**config.mk**
```make
export PLATFORM = sky130hd
export DESIGN_NAME = traffic_safety_monitor
export DESIGN_NICKNAME = d
export VERILOG_FILES = /design/src/rtl/traffic_safety_monitor_pkg.sv /design/src/rtl/traffic_safety_monitor_yellow_timer.sv /design/src/rtl/traffic_safety_monitor.sv
export SDC_FILE = /design/constraint.sdc
export NUM_CORES = 1
export LEC_CHECK = 0
export CAP_MARGIN = 20
export CORE_UTILIZATION = 59
export CTS_CLUSTER_DIAMETER = 30
export DETAILED_ROUTE_END_ITERATION = 12
export PLACE_DENSITY = 0.9
export SLEW_MARGIN = 20
export SYNTH_ARGS = -nofsm -noshare
export SYNTH_HDL_FRONTEND = slang
export SYNTH_HIERARCHICAL = 1
export SYNTH_SLANG_ARGS = --single-unit
export TNS_END_PERCENT = 5
```
**constraint.sdc**
```tcl
create_clock -name clk -period 5.4 [get_ports clk]
set_clock_uncertainty 0.05 [all_clocks]
set_input_delay 1.35 -clock clk [delete_from_list [all_inputs] [get_ports clk]]
set_output_delay 1.35 -clock clk [all_outputs]
set_load 0.1 [all_outputs]
```
**src/rtl/traffic_safety_monitor_pkg.sv**
```systemverilog
// Shared lamp encodings, FSM state type and fault cause codes for the
// traffic safety monitor and its yellow timer.
package traffic_safety_monitor_pkg;

  localparam logic [2:0] LIGHT_RED    = 3'b100;
  localparam logic [2:0] LIGHT_YELLOW = 3'b010;
  localparam logic [2:0] LIGHT_GREEN  = 3'b001;
  localparam logic [2:0] LIGHT_DARK   = 3'b000;

  localparam logic [1:0] FC_NONE         = 2'b00;
  localparam logic [1:0] FC_ILLEGAL      = 2'b01;
  localparam logic [1:0] FC_SHORT_YELLOW = 2'b10;
  localparam logic [1:0] FC_STUCK        = 2'b11;

  typedef enum logic [1:0] {
    ST_NORMAL    = 2'b00,
    ST_SUSPECT   = 2'b01,
    ST_FLASH_ON  = 2'b10,
    ST_FLASH_OFF = 2'b11
  } state_e;

  function automatic logic is_one_hot(input logic [2:0] code);
    return (code == LIGHT_RED) || (code == LIGHT_YELLOW) || (code == LIGHT_GREEN);
  endfunction

endpackage

```
**src/rtl/traffic_safety_monitor_yellow_timer.sv**
```systemverilog
// Yellow run counter for one car light; flags a red that follows too short a
// yellow or that follows green directly.
module traffic_safety_monitor_yellow_timer
  import traffic_safety_monitor_pkg::*;
#(
  parameter int MIN_YELLOW = 3
) (
  input  logic       clk,
  input  logic       rst_n,
  input  logic       clr_i,
  input  logic [2:0] code_i,
  output logic       short_o
);

  localparam int YW = $clog2(MIN_YELLOW + 1);

  logic [YW-1:0] cnt_q, cnt_d;
  logic [2:0]    prev_q;

  // Saturating count of consecutive yellow cycles.
  always_comb begin
    cnt_d = cnt_q;
    if (clr_i) begin
      cnt_d = {YW{1'b0}};
    end else if (code_i == LIGHT_YELLOW) begin
      cnt_d = (cnt_q == YW'(MIN_YELLOW)) ? cnt_q : cnt_q + YW'(1);
    end else begin
      cnt_d = {YW{1'b0}};
    end
  end

  // Counter and previous-code registers.
  always_ff @(posedge clk or negedge rst_n) begin
    if (!rst_n) begin
      cnt_q  <= {YW{1'b0}};
      prev_q <= LIGHT_DARK;
    end else begin
      cnt_q  <= cnt_d;
      prev_q <= code_i;
    end
  end

  assign short_o = (code_i == LIGHT_RED) &&
                   (((prev_q == LIGHT_YELLOW) && (cnt_q < YW'(MIN_YELLOW))) ||
                    (prev_q == LIGHT_GREEN));

endmodule

```
**src/rtl/traffic_safety_monitor.sv**
```systemverilog
// Safety monitor between a traffic controller and its lamps: passes legal
// codes through one cycle late and falls back to red flashing on faults.
module traffic_safety_monitor
  import traffic_safety_monitor_pkg::*;
#(
  parameter int MIN_YELLOW = 3,
  parameter int MAX_HOLD   = 255,
  parameter int FLASH_HALF = 5
) (
  input  logic       clk,
  input  logic       rst_n,
  input  logic [2:0] h_car_traffic,
  input  logic [2:0] v_car_traffic,
  input  logic [2:0] h_walker_traffic,
  input  logic [2:0] v_walker_traffic,
  input  logic       clear_fault,
  output logic [2:0] h_car_out,
  output logic [2:0] v_car_out,
  output logic [2:0] h_walker_out,
  output logic [2:0] v_walker_out,
  output logic       fault,
  output logic [1:0] fault_code
);

  localparam int HW = $clog2(MAX_HOLD + 1);
  localparam int FW = $clog2(FLASH_HALF + 1);

  state_e        state_q, state_d;
  logic [1:0]    code_q, code_d;
  logic [FW-1:0] flash_q, flash_d;
  logic [HW-1:0] hold_q, hold_d;
  logic [11:0]   prev_in_q;
  logic          prev_valid_q;
  logic [11:0]   lamps_q, lamps_d;
  logic          fault_q, fault_d;

  logic [11:0] in_s;
  logic        legal_s, conflict_s, illegal_s, changed_s, stuck_s, clear_s;
  logic        h_short_s, v_short_s, short_s;

  assign in_s = {h_car_traffic, v_car_traffic, h_walker_traffic, v_walker_traffic};

  assign legal_s = is_one_hot(h_car_traffic) && is_one_hot(v_car_traffic) &&
                   is_one_hot(h_walker_traffic) && is_one_hot(v_walker_traffic);
  assign conflict_s = ((h_car_traffic != LIGHT_RED) && (v_car_traffic != LIGHT_RED)) ||
                      ((h_car_traffic != LIGHT_RED) && (v_walker_traffic == LIGHT_GREEN)) ||
                      ((v_car_traffic != LIGHT_RED) && (h_walker_traffic == LIGHT_GREEN));
  assign illegal_s = !legal_s || conflict_s;

  // The first cycle after reset or a clear always counts as a change.
  assign changed_s = !prev_valid_q || (in_s != prev_in_q);
  assign stuck_s   = (hold_q == HW'(MAX_HOLD));
  assign short_s   = h_short_s || v_short_s;

  traffic_safety_monitor_yellow_timer #(.MIN_YELLOW(MIN_YELLOW)) u_h_car_yellow (
    .clk(clk), .rst_n(rst_n), .clr_i(clear_s), .code_i(h_car_traffic), .short_o(h_short_s)
  );

  traffic_safety_monitor_yellow_timer #(.MIN_YELLOW(MIN_YELLOW)) u_v_car_yellow (
    .clk(clk), .rst_n(rst_n), .clr_i(clear_s), .code_i(v_car_traffic), .short_o(v_short_s)
  );

  // Next state, latched fault cause and flash phase counter.
  always_comb begin
    state_d = state_q;
    code_d  = code_q;
    flash_d = flash_q;
    clear_s = 1'b0;
    case (state_q)
      ST_NORMAL: begin
        if (short_s || stuck_s) begin
          state_d = ST_FLASH_ON;
          flash_d = {FW{1'b0}};
          if (illegal_s)    code_d = FC_ILLEGAL;
          else if (short_s) code_d = FC_SHORT_YELLOW;
          else              code_d = FC_STUCK;
        end else if (illegal_s) begin
          state_d = ST_SUSPECT;
        end else begin
          state_d = ST_NORMAL;
        end
      end
      ST_SUSPECT: begin
        if (illegal_s) begin
          state_d = ST_FLASH_ON;
          flash_d = {FW{1'b0}};
          code_d  = FC_ILLEGAL;
        end else begin
          state_d = ST_NORMAL;
        end
      end
      ST_FLASH_ON, ST_FLASH_OFF: begin
        if (clear_fault && !illegal_s) begin
          state_d = ST_NORMAL;
          code_d  = FC_NONE;
          flash_d = {FW{1'b0}};
          clear_s = 1'b1;
        end else if (flash_q == FW'(FLASH_HALF - 1)) begin
          state_d = (state_q == ST_FLASH_ON) ? ST_FLASH_OFF : ST_FLASH_ON;
          flash_d = {FW{1'b0}};
        end else begin
          flash_d = flash_q + FW'(1);
        end
      end
      default: state_d = ST_NORMAL;
    endcase
  end

  // Saturating count of cycles with unchanged inputs.
  always_comb begin
    if (clear_s || changed_s) hold_d = {HW{1'b0}};
    else if (stuck_s)         hold_d = hold_q;
    else                      hold_d = hold_q + HW'(1);
  end

  // Lamp drive follows the state being entered so outputs are registered with it.
  always_comb begin
    lamps_d = lamps_q;
    fault_d = 1'b0;
    case (state_d)
      ST_NORMAL:    lamps_d = in_s;
      ST_SUSPECT:   lamps_d = lamps_q;
      ST_FLASH_ON: begin
        lamps_d = {LIGHT_RED, LIGHT_RED, LIGHT_RED, LIGHT_RED};
        fault_d = 1'b1;
      end
      ST_FLASH_OFF: begin
        lamps_d = {LIGHT_DARK, LIGHT_DARK, LIGHT_RED, LIGHT_RED};
        fault_d = 1'b1;
      end
      default:      lamps_d = lamps_q;
    endcase
  end

  // State, counters and output registers.
  always_ff @(posedge clk or negedge rst_n) begin
    if (!rst_n) begin
      state_q      <= ST_NORMAL;
      code_q       <= FC_NONE;
      flash_q      <= {FW{1'b0}};
      hold_q       <= {HW{1'b0}};
      prev_in_q    <= 12'h000;
      prev_valid_q <= 1'b0;
      lamps_q      <= {LIGHT_RED, LIGHT_RED, LIGHT_RED, LIGHT_RED};
      fault_q      <= 1'b0;
    end else begin
      state_q      <= state_d;
      code_q       <= code_d;
      flash_q      <= flash_d;
      hold_q       <= hold_d;
      prev_in_q    <= in_s;
      prev_valid_q <= 1'b1;
      lamps_q      <= lamps_d;
      fault_q      <= fault_d;
    end
  end

  assign {h_car_out, v_car_out, h_walker_out, v_walker_out} = lamps_q;
  assign fault      = fault_q;
  assign fault_code = code_q;

endmodule

```
# Word level (Yosys, flattened, before mapping)
# Cells that the tools add are included.
[totals] register_bits=51 latch_bits=0 mem_bits_rw=0 mem_bits_ro=0 inputBits=15 out_inout_bits=15 wordCells=120 mem_count=0
[op_classes] n_addsub=4 mul=0 div=0 n_lt_le_gt_ge=2 eq_ne=35 n_shift=0 n_mux=30 bitwise=0 reduce_logical=37
[ops] op="12-bit case mux with 3 select lines" count=1
[ops] op="2-bit two-way mux" count=14
[ops] op="3-bit by 1-bit == test with 1-bit output, second input constant" count=6
[ops] op="3-bit by 2-bit == test with 1-bit output, second input constant" count=6
[ops] op="1-bit logical OR" count=17
[ops] op="8-bit two-way mux" count=2
[ops] op="3-bit == test, second input constant" count=5
[ops] op="2-bit == test, second input constant" count=6
[ops] op="3-bit two-way mux" count=4
[ops] op="12-bit inequality test" count=1
[ops] op="3-bit inequality test, second input constant" count=4
[ops] op="2-bit case mux with 3 select lines" count=2
[ops] op="1-bit logical AND" count=11
[ops] op="3-bit case mux with 3 select lines" count=1
[ops] op="8-bit by 1-bit adder with 8-bit output, second input constant" count=1
[ops] op="8-bit == test, second input constant" count=1
[ops] op="1-bit two-way mux" count=6
[ops] op="2-bit inequality test, second input constant" count=3
[ops] op="2-bit by 1-bit adder with 2-bit output, second input constant" count=2
[ops] op="2-bit by 1-bit == test with 1-bit output, second input constant" count=2
[ops] op="2-bit zero test" count=2
[ops] op="2-bit < comparator, second input constant" count=2
[ops] op="2-bit OR reduction" count=2
[ops] op="3-bit by 1-bit adder with 3-bit output, second input constant" count=1
[ops] op="4 further kinds" count=6

# Logic depth before layout (Yosys ltp)
# Gate-level depths: netlist (run 1).
[logic_depth] word_depth=15 ltp_mapped=8 depth_no_buf=8

# Hierarchy
# Netlist (run 1), hierarchy kept.
[by_module_without_submodules] mod="traffic_safety_monitor" instances=1 cells_per_inst=170 area_per_inst_um2=1916.8 seq_area_each_um2=1031.0
[by_module_without_submodules] mod="traffic_safety_monitor_yellow_timer" instances=2 cells_per_inst=15 area_per_inst_um2=207.7 seq_area_each_um2=125.1

# Worst setup path after synthesis (run 1)
# No wires, ideal clock.
[synth_path] path_type="input port to flip-flop" start="in h_car_traffic[2]" end="reg lamps_q[0]" t_arrival_ns=2.762 t_required_ns=5.228 slack_ns=2.467 path_stages=7 path_buffers=1 path_cell_list="or4b_1 -> a221oi_2 -> a21o_2 -> nand3_2 -> and2_1 -> buf_6 -> a22o_1"
[synth_between] elab_chain_cells=14 word_cells_on_any_way=30 classes_between="eq/ne: 7; mux: 6; reduce/logical: 17"
[synth_rtl] item="start, declared" line="traffic_safety_monitor.sv:12" source="input logic [2:0] h_car_traffic,"
[synth_rtl] item="3-bit == test or 3-bit by 2-bit == test with 1-bit output (tied branches)" line="traffic_safety_monitor_pkg.sv:23, traffic_safety_monitor_yellow_timer.sv:43"
[synth_rtl] item="1-bit logical OR (2 in a row)" line="traffic_safety_monitor_pkg.sv:23" source="return (code == LIGHT_RED) || (code == LIGHT_YELLOW) || (code == LIGHT_GREEN);"
[synth_rtl] item="1-bit logical AND (2 in a row)" line="traffic_safety_monitor.sv:43" source="assign legal_s = is_one_hot(h_car_traffic) && is_one_hot(v_car_traffic) &&"
[synth_rtl] item="1-bit logical AND" line="traffic_safety_monitor.sv:44" source="is_one_hot(h_walker_traffic) && is_one_hot(v_walker_traffic);"
[synth_rtl] item="1-bit zero test" line="traffic_safety_monitor.sv:48" source="assign illegal_s = !legal_s || conflict_s;"
[synth_rtl] item="1-bit logical OR" line="traffic_safety_monitor.sv:48"
[synth_rtl] item="1-bit zero test" line="traffic_safety_monitor.sv:93" source="if (clear_fault && !illegal_s) begin"
[synth_rtl] item="1-bit logical AND" line="traffic_safety_monitor.sv:93"
[synth_rtl] item="2-bit two-way mux" line="traffic_safety_monitor.sv:93"
[synth_rtl] item="2-bit case mux with 3 select lines (*)" line="traffic_safety_monitor.sv:69" source="case (state_q)"
[synth_rtl] item="2-bit == test or 2-bit zero test (tied branches)" line="traffic_safety_monitor.sv:120" source="case (state_d)"
[synth_rtl] item="12-bit case mux with 3 select lines" line="traffic_safety_monitor.sv:120"
[synth_rtl] item="end signal, assigned" line="traffic_safety_monitor.sv:144" source="lamps_q <= {LIGHT_RED, LIGHT_RED, LIGHT_RED, LIGHT_RED};"
[synth_rtl] item="end signal, assigned" line="traffic_safety_monitor.sv:153" source="lamps_q <= lamps_d;"
[synth_rtl] item="end, declared" line="traffic_safety_monitor.sv:34" source="logic [11:0] lamps_q, lamps_d;"
# Every way passes the cells marked *; elsewhere a longest branch is shown, timed or not.
# A chain may end at the register's enable or synchronous reset.

# Worst setup path after layout (run 1)
[layout_path] start="in v_car_traffic[0]" end="reg lamps_q[7]"
[layout_between] elab_chain_cells=14 word_cells_on_any_way=30 classes_between="eq/ne: 7; mux: 6; reduce/logical: 17"
[layout_rtl] item="start, declared" line="traffic_safety_monitor.sv:13" source="input logic [2:0] v_car_traffic,"
[layout_rtl] item="3-bit == test or 3-bit by 2-bit == test with 1-bit output (tied branches)" line="traffic_safety_monitor_pkg.sv:23, traffic_safety_monitor_yellow_timer.sv:43"
[layout_rtl] item="1-bit logical OR (2 in a row)" line="traffic_safety_monitor_pkg.sv:23"
[layout_rtl] item="1-bit logical AND (2 in a row)" line="traffic_safety_monitor.sv:43"
[layout_rtl] item="1-bit logical AND" line="traffic_safety_monitor.sv:44"
[layout_rtl] item="1-bit zero test" line="traffic_safety_monitor.sv:48"
[layout_rtl] item="1-bit logical OR" line="traffic_safety_monitor.sv:48"
[layout_rtl] item="1-bit zero test" line="traffic_safety_monitor.sv:93"
[layout_rtl] item="1-bit logical AND" line="traffic_safety_monitor.sv:93"
[layout_rtl] item="2-bit two-way mux" line="traffic_safety_monitor.sv:93"
[layout_rtl] item="2-bit case mux with 3 select lines (*)" line="traffic_safety_monitor.sv:69"
[layout_rtl] item="2-bit == test or 2-bit zero test (tied branches)" line="traffic_safety_monitor.sv:120"
[layout_rtl] item="12-bit case mux with 3 select lines" line="traffic_safety_monitor.sv:120"
# Marked as above.

==> results of run 1 <==
## sequential cells by signal, summed over array words and instances, names as in the netlist
signal	count
fault	1
fault_code	2
flash_q	3
hold_q	8
lamps_q	12
prev_in_q	12
prev_valid_q	1
state_q	2
u_h_car_yellow/cnt_q	2
u_h_car_yellow/prev_q	3
u_v_car_yellow/cnt_q	2
u_v_car_yellow/prev_q	3
## worst max path at each step
stage            endpoint  slack [ns]
6_report       lamps_q[7]        1.77
5_1_grt        lamps_q[7]        1.64
4_1_cts        lamps_q[7]        1.77
3_5_place_dp   lamps_q[7]        1.46
3_3_place_gp   lamps_q[0]        1.56
2_1_floorplan  lamps_q[0]        2.47
## synthesized netlist by cell type (2+ instances only)
cell type,number
dfrtp_1,47
nor2_1,22
nand2_1,13
xor2_1,11
a22o_1,10
nand2b_1,9
xnor2_1,9
nand3_1,6
ha_1,5
nor3_1,5
a21oi_1,4
dfstp_2,4
inv_1,4
o21ai_0,4
a41oi_1,3
mux2i_1,3
or4b_1,3
a211oi_1,2
and3_1,2
buf_6,2
nand4_1,2
o32a_1,2
or3b_2,2
or4b_4,2
## cell families after synthesis
logic type                 count (synthesis)  share of synthesized area
AOI/OAI and AO/OA                         38                      0.136
and+or+nand+nor                           75                      0.181
buffers and inverters                      7                     0.0177
xor gates and xnor gates                  20                     0.0751
muxes                                      3                     0.0129
DFF                                       51                      0.549
other                                      1                    0.00161
adders and majority gates                  5                     0.0268
## critical path, cell delays in order
cell,delay (ns)
clkdlybuf4s50_1,0.59
or4b_1,0.58
a221oi_2,0.19
a21o_2,0.17
nand3_2,0.24
and2_1,0.37
a22o_1,0.28
## final cells by class
type	instances	area (um2)	area share
tap	48	60.1	0.0217
clock inverter	2	37.5	0.0136
timing repair buffer	29	288	0.104
clock buffer	6	72.6	0.0263
sequential	51	1280	0.464
inverter	4	15.0	0.00543
multi-input combinational	142	1010	0.365
## stage by stage
| stage | hold WS, ns | setup WS [ns] | util | std cells | power [mW] |
|---|---|---|---|---|---|
| floorplan | 0.433 | 2.47 | - | 200 | 0.609 |
| detailed placement | 0.431 | 1.46 | 0.713 | 274 | 0.677 |
| global placement | 0.431 | 1.56 | 0.713 | 274 | 0.668 |
| finish | 0.451 | 1.77 | 0.744 | 282 | 0.927 |
| CTS | 0.452 | 1.77 | 0.743 | 282 | 0.935 |
| global route | 0.460 | 1.64 | 0.744 | 282 | 0.967 |
## power by group
group	switching [mW]	total [mW]	internal (mW)
logic	0.147	0.225	0.0776
clock network	0.120	0.258	0.138
registers	0.0240	0.444	0.420
total	0.291	0.927	0.636
## routing by layer
metal,vias to the layer above,GRT usage,wire (um)
li1,785,-,-
met1,812,0.324,2040
met2,42,0.376,2110
met3,10,0.0687,206
met4,0,0.0944,82
met5,-,0,0
==> metrics.yaml, run 1 <==
finalCriticalPeriod_ns: 3.63
gr-usage-all-layers: 0.243
rows: 22
die_h_um: 64.9
rr_startpoint: "u_h_car_yellow/cnt_q[0]"
syn_nets: 220
clock_latency_ns: 0.31
fillers: 247
reg2regPathDepth: 8
clk_pin_slew_ns: 0.09
ys_top_cells_by_area: "dfrtp_1 (50%), dfstp_2 (4.5%), xor2_1 (4.1%)"
powerDensity_nw_per_um2: 335
start_kind: "input port"
ant_nets: 0
worstHoldStart: "lamps_q[11]"
final.setup.tns_ns: 0
end_kind: "flip-flop"
holdPathStages: 1
final_area_um2: 2760
arrival_ns: 3.77
hold_end: "lamps_q[11]"
avgSynthCellArea_um2: 11.7
grt_pass1_vias: 1594
h-tree-depth: 2
synth-edff-count: 0
holdBufCountCts: 0
die_area_um2: 4210
io_pins: 30
required_ns: 5.54
status: "complete, no violations"
diodes: 0
synthCells: 200
yosysTopAreaCell: "dfrtp_1"
place_hpwl_mm: 3.19
drive_above_1_share: 0.103
finalSetupViolCount: 0
cts_resized: 0
slew_headroom: 0.348
gp_congestion: 0.823
synth.distinct_cells: 48
syn2layout_area_growth_pct: 18.5
ys_ff_latch: 51
hold_class: "flip-flop to flip-flop"
syn_area_um2: 2330
remaining_drc_errors: 0
cts_root_buffer: "clkbuf_8"
postCtsSetupRepairBufs: 0
drv_slew: 0
final_cell_mix: "dfrtp_1 (47), clkdlybuf4s50_1 (28), nor2_1 (22)"
dr.pass1.iters: 4
route.detailed.vias_per_inst: 5.85
final_common_cell: "dfrtp_1"
period_share: 0.672
avgRoutedWirePerCell_um: 15.8
yosys_warnings: 6
clk_path_buf_depth: 2
grt_max_degree: 52
yosysSeqAreaShare: 0.549
io_buffer_count: 29
critPathMaxFanout: 11
hold_viol_final: 0
vias: 1649
tightestPinTransition_ns: 0.975
antenna_found_initial: 0
numClockSinks: 51
fmax_mhz: 276
ir_drop_v: 0.000355
ys.flop_type: "dfrtp_1"
rsz0062_at_grt: "no"
cts_made_buffers: 5
reg2reg_slack_ns: 3.02
crit_start: "v_car_traffic[0]"
cts_tree: "built"
grt_first_pass_wirelength_mm: 7.44
synthArstFlopShare: 1.00
regToRegEndpoint: "lamps_q[7]"
fin_nets: 253
wirelength_mm: 4.44
maxCapViolCount: 0
p_leak_nw: 1.19
critical_path_class: "input port to flip-flop"
die_x_um: 64.9
drt_iter0_drc: 72
core_area_um2: 3720
synth_top_area_share: 0.504
grt_overflow: 0
start_util: 0.628
post_dp_cell_area_um2: 2650
No activity file was read; power rests on OpenSTA's default activity.
==> run 2, diff against run 1 <==
--- a/config.mk
+++ b/config.mk
@@ -6,10 +6,10 @@
 export NUM_CORES = 1
 export LEC_CHECK = 0
 export CAP_MARGIN = 20
-export CORE_UTILIZATION = 59
+export CORE_UTILIZATION = 49
 export CTS_CLUSTER_DIAMETER = 30
 export DETAILED_ROUTE_END_ITERATION = 12
-export PLACE_DENSITY = 0.9
+export PLACE_DENSITY = 0.81
 export SLEW_MARGIN = 20
 export SYNTH_ARGS = -nofsm -noshare
 export SYNTH_HDL_FRONTEND = slang
==> constraint.sdc (replaced) <==
create_clock -name clk -period 3.3 [get_ports clk]
set_clock_uncertainty 0.05 [all_clocks]
set_input_delay 0.825 -clock clk [delete_from_list [all_inputs] [get_ports clk]]
set_output_delay 0.825 -clock clk [all_outputs]
set_load 0.1 [all_outputs]
==> run 2 against run 1 <==
Against the previous run:
- cell count is 4.6% higher
- via count increased by 0.73%
- design area rose by 1.2%
- worst setup slack got worse by 1.3 ns
- largest cell class unchanged
- power grew 62%
==> metrics.yaml, run 2 (synthesized netlist as in run 1, its figures left out) <==
status: "complete, no violations"
final_area_um2: 2800
h-tree-depth: 2
start_util: 0.521
fmax_mhz: 350
hold_viol_final: 0
tightestPinTransition_ns: 0.560
die_area_um2: 5040
cts_tree: "built"
syn2layout_area_growth_pct: 19.9
diodes: 0
clk_pin_slew_ns: 0.08
numClockSinks: 51
path_cells: "clkdlybuf4s50_1 > or4b_1 > a21oi_1 > nor3_1 > nor3b_2 > nor2_1 > nor2_4 > a22o_1"
fin_total_pwr_mw: 1.51
core_area_um2: 4470
finalCriticalPeriod_ns: 2.86
reg2regPathDepth: 8
grt_overflow: 0
final_common_cell: "dfrtp_1"
p_int_mw: 1.04
rows: 24
critPathMaxFanout: 9
utilization: 0.625
gp_congestion: 0.763
clock_power_share: 0.273
final_cell_mix: "dfrtp_1 (47), buf_4 (25), nor2_1 (22)"
finalSetupViolCount: 0
grt_max_degree: 27
die_x_um: 71.0
cts_root_buffer: "clkbuf_8"
die_h_um: 71.0
start_kind: "input port"
hold_end: "lamps_q[8]"
grt_pass1_vias: 1661
arrival_ns: 2.99
p_leak_nw: 1.25
rsz0062_at_grt: "no"
postCtsSetupRepairBufs: 0
drt_iter0_drc: 81
ir_drop_v: 0.000460
reg_top3: "lamps_q (12), prev_in_q (12), hold_q (8)"
holdBufCountCts: 0
wl_met3_um: 211
power_switching_mw: 0.469
hold_class: "flip-flop to flip-flop"
fin_nets: 263
reg2reg_slack_ns: 0.93
p_comb_frac: 0.244
required_ns: 3.44
critical_path_class: "input port to flip-flop"
route.detailed.vias_per_inst: 5.63
avgRoutedWirePerCell_um: 15.4
dr_wl_met2_mm: 2.15
clk_path_buf_depth: 2
dr.pass1.iters: 4
regToRegEndpoint: "lamps_q[7]"
slew_headroom: 0.627
rr_startpoint: "u_h_car_yellow/cnt_q[0]"
power_frac_seq: 0.483
vias: 1661
drv_slew: 0
worst_hold_slack_ns: 0.450
fillers: 360
holdPathStages: 2
period_share: 0.866
top_layer_used: "met4"
powerDensity_nw_per_um2: 538
netSwitchingFraction: 0.311
wirelength_mm: 4.55
worstHoldStart: "lamps_q[8]"
drive_above_1_share: 0.198
cpPeakStageDelay_ns: 0.58
final.setup.tns_ns: 0
place_hpwl_mm: 3.42
end_kind: "flip-flop"
antenna_found_initial: 0
post_dp_cell_area_um2: 2690
remaining_drc_errors: 0
cts_made_buffers: 5
io_pins: 30
cpMaxStageDelayCell: "clkdlybuf4s50_1"
crit_start: "h_car_traffic[2]"
met1Wirelength_mm: 2.15
grt_first_pass_wirelength_mm: 8.20
cts_resized: 0
gr-usage-all-layers: 0.212
maxCapViolCount: 0
clock_latency_ns: 0.30
io_buffer_count: 29
ant_nets: 0
[run 2: critical path: cells and delay by family]
family / cells / cell delay, ns
and+or+nand+nor: 5 / 1.18
buffers and inverters: 1 / 0.58
AOI/OAI and AO/OA: 2 / 0.40
[run 2: how the worst max path moves through the flow]
| stage | end | slack [ns] | depth (start not counted) |
|---|---|---|---|
| 6_report | lamps_q[7] | 0.44 | 8 |
| 5_1_grt | lamps_q[11] | 0.26 | 8 |
| 4_1_cts | lamps_q[9] | 0.45 | 8 |
| 3_5_place_dp | lamps_q[9] | 0.13 | 8 |
| 3_3_place_gp | lamps_q[10] | 0.19 | 8 |
| 2_1_floorplan | lamps_q[0] | 0.89 | 7 |
[run 2: stage by stage]
stage | setup slack, ns | cells
floorplan | 0.892 | 200
finish | 0.443 | 295
detailed placement | 0.135 | 288
CTS | 0.450 | 295
global route | 0.261 | 295
global placement | 0.190 | 288
[run 2: metal layers]
layer	global-route usage	up-vias
met5	0	-
met4	0.0756	0
met3	0.0541	4
met2	0.322	37
met1	0.297	818
li1	-	802
[run 2: final cells by class]
type	count	area [um2]	area share
inverters	4	15.0	0.00537
clock inverters	1	30.0	0.0107
well taps	52	65.1	0.0233
multi-input cells	142	1010	0.361
clock buffers	6	72.6	0.0260
flip-flops and latches	51	1280	0.458
repair buffers	39	323	0.115
[run 2: power by group through the flow]
stage / Combinational [mW] / Sequential (mW) / Clock (mW)
floorplan: 0.142 / 0.855 / 0
global placement: 0.359 / 0.735 / 0
detailed placement: 0.370 / 0.739 / 0
CTS: 0.372 / 0.728 / 0.421
global route: 0.403 / 0.736 / 0.442
finish: 0.367 / 0.728 / 0.410
==> run 3, diff against run 2 <==
--- a/config.mk
+++ b/config.mk
@@ -6,8 +6,8 @@
 export NUM_CORES = 1
 export LEC_CHECK = 0
 export CAP_MARGIN = 20
+export CORE_MARGIN = 2
 export CORE_UTILIZATION = 49
-export CTS_CLUSTER_DIAMETER = 30
 export DETAILED_ROUTE_END_ITERATION = 12
 export PLACE_DENSITY = 0.81
 export SLEW_MARGIN = 20
==> run 3 against run 2 <==
Against the previous run:
- cell count rose by 2.0%
- global-route usage fell by 2.0 points
- sequential cell count did not move
- non-clock buffer count rose by 3
- critical endpoint is now lamps_q[10]
- utilization fell by 1.6 points
- critical path type unchanged
- first-iteration DRC count rose by 52%
- die area rose by 5.7%
==> metrics.yaml, run 3 (synthesized netlist as in run 1, its figures left out) <==
status: "complete, no violations"
finalSetupViolCount: 0
path_delay_family: "simple AND/OR/NAND/NOR gates"
netSwitchingFraction: 0.310
clk_path_buf_depth: 2
clk_pin_slew_ns: 0.08
final_cell_mix: "dfrtp_1 (47), buf_4 (29), nor2_1 (22)"
final.setup.tns_ns: 0
postCtsSetupRepairBufs: 0
hold_end: "lamps_q[11]"
rr_startpoint: "u_h_car_yellow/cnt_q[0]"
grt_overflow: 0
fmax_mhz: 356
start_kind: "input port"
clock_power_share: 0.289
fin_nets: 266
rows: 25
ant_nets: 0
io_buffer_count: 29
holdBufCountCts: 0
power_switching_mw: 0.478
powerDensity_nw_per_um2: 543
rsz0062_at_grt: "no"
start_util: 0.500
grt_pass1_vias: 1652
dr.pass1.iters: 4
route.detailed.vias_per_inst: 5.68
p_int_mw: 1.06
reg2regPathDepth: 8
avgRoutedWirePerCell_um: 15.2
drt_iter0_drc: 123
grt_max_degree: 49
required_ns: 3.44
cts_resized: 0
reg2reg_slack_ns: 0.92
die_x_um: 73.0
critical_path_class: "input port to flip-flop"
place_hpwl_mm: 3.38
grt_first_pass_wirelength_mm: 7.87
cpMaxStageDelayCell: "clkdlybuf4s50_1"
numClockSinks: 51
maxCapViolCount: 0
core_area_um2: 4660
vias: 1711
critPathMaxFanout: 9
holdPathStages: 1
gp_congestion: 0.716
regToRegEndpoint: "lamps_q[10]"
path_cells: "clkdlybuf4s50_1 > or4b_1 > a21oi_1 > nor3_1 > nor3b_2 > nor2_1 > nor2_4 > a22o_1"
arrival_ns: 2.95
setup_slack_ns: 0.489
p_comb_frac: 0.240
finalCriticalPeriod_ns: 2.81
power_frac_seq: 0.471
drv_slew: 0
wirelength_mm: 4.59
antenna_found_initial: 0
drive_above_1_share: 0.215
cts_tree: "built"
crit_buf_inv: 1
post-place-ws_ns: 0.159
p_leak_nw: 1.28
reg_top3: "lamps_q (12), prev_in_q (12), hold_q (8)"
clock_latency_ns: 0.30
syn2layout_area_growth_pct: 21.7
cpPeakStageDelay_ns: 0.56
remaining_drc_errors: 0
cts_root_buffer: "clkbuf_8"
tightestPinTransition_ns: 0.588
worstHoldStart: "lamps_q[11]"
io_pins: 30
ir_drop_v: 0.000469
end_kind: "flip-flop"
h-tree-depth: 2
final_common_cell: "dfrtp_1"
gr-usage-all-layers: 0.191
die_h_um: 73.0
slew_headroom: 0.608
hold_viol_final: 0
hold_class: "flip-flop to flip-flop"
die_area_um2: 5330
period_share: 0.852
cts_made_buffers: 5
diodes: 0
==> run 3: routing by layer <==
metal	vias up	share of wire	GRT usage
met5	-	0	0
met3	6	0.042	0.0442
met2	46	0.47	0.293
met4	0	0.0092	0.0494
met1	847	0.48	0.276
li1	812	-	-
==> run 3: worst max-delay path by stage <==
stage	end	start	depth (start not counted)	slack [ns]
2_1_floorplan	lamps_q[0]	h_car_traffic[2]	7	0.89
3_5_place_dp	lamps_q[7]	h_car_traffic[2]	8	0.16
3_3_place_gp	lamps_q[11]	h_car_traffic[2]	8	0.20
4_1_cts	lamps_q[9]	h_car_traffic[2]	8	0.48
5_1_grt	lamps_q[6]	h_car_traffic[2]	8	0.37
6_report	lamps_q[10]	h_car_traffic[2]	8	0.49
==> run 3: worst register-to-register path: stages (launching register included) <==
cell and delay (ns):
dfrtp_1 0.40, ha_1 0.25, or3b_2 0.48, a21oi_1 0.19, nor3_1 0.09, nor3b_2 0.21
nor2_1 0.30, nor2_4 0.10, a22o_1 0.20
==> run 3: area by class of cell <==
cell class,instances,area [um2]
inverter,4,15.0
fill,367,1820
timing repair buffer,42,348
sequential,51,1280
clock buffer,6,82.6
tap,54,67.6
clock inverter,2,35.0
multi-input combinational,142,1010
==> run 3: power groups by stage <==
stage	clock network [mW]	registers, mW	logic, mW
floorplan	0	0.855	0.142
global placement	0	0.737	0.364
detailed placement	0	0.738	0.373
CTS	0.450	0.726	0.374
global route	0.481	0.736	0.403
finish	0.445	0.726	0.370
==> run 3: through the flow <==
step	cell area, um2	cells	total power, mW	hold WS (ns)	utilization
2_1_floorplan	2330	200	0.997	0.433	-
3_3_place_gp	2720	293	1.10	0.436	0.583
3_5_place_dp	2720	293	1.11	0.429	0.583
4_1_cts	2840	301	1.55	0.443	0.609
5_1_grt	2840	301	1.62	0.468	0.609
6_report	2840	301	1.54	0.439	0.609
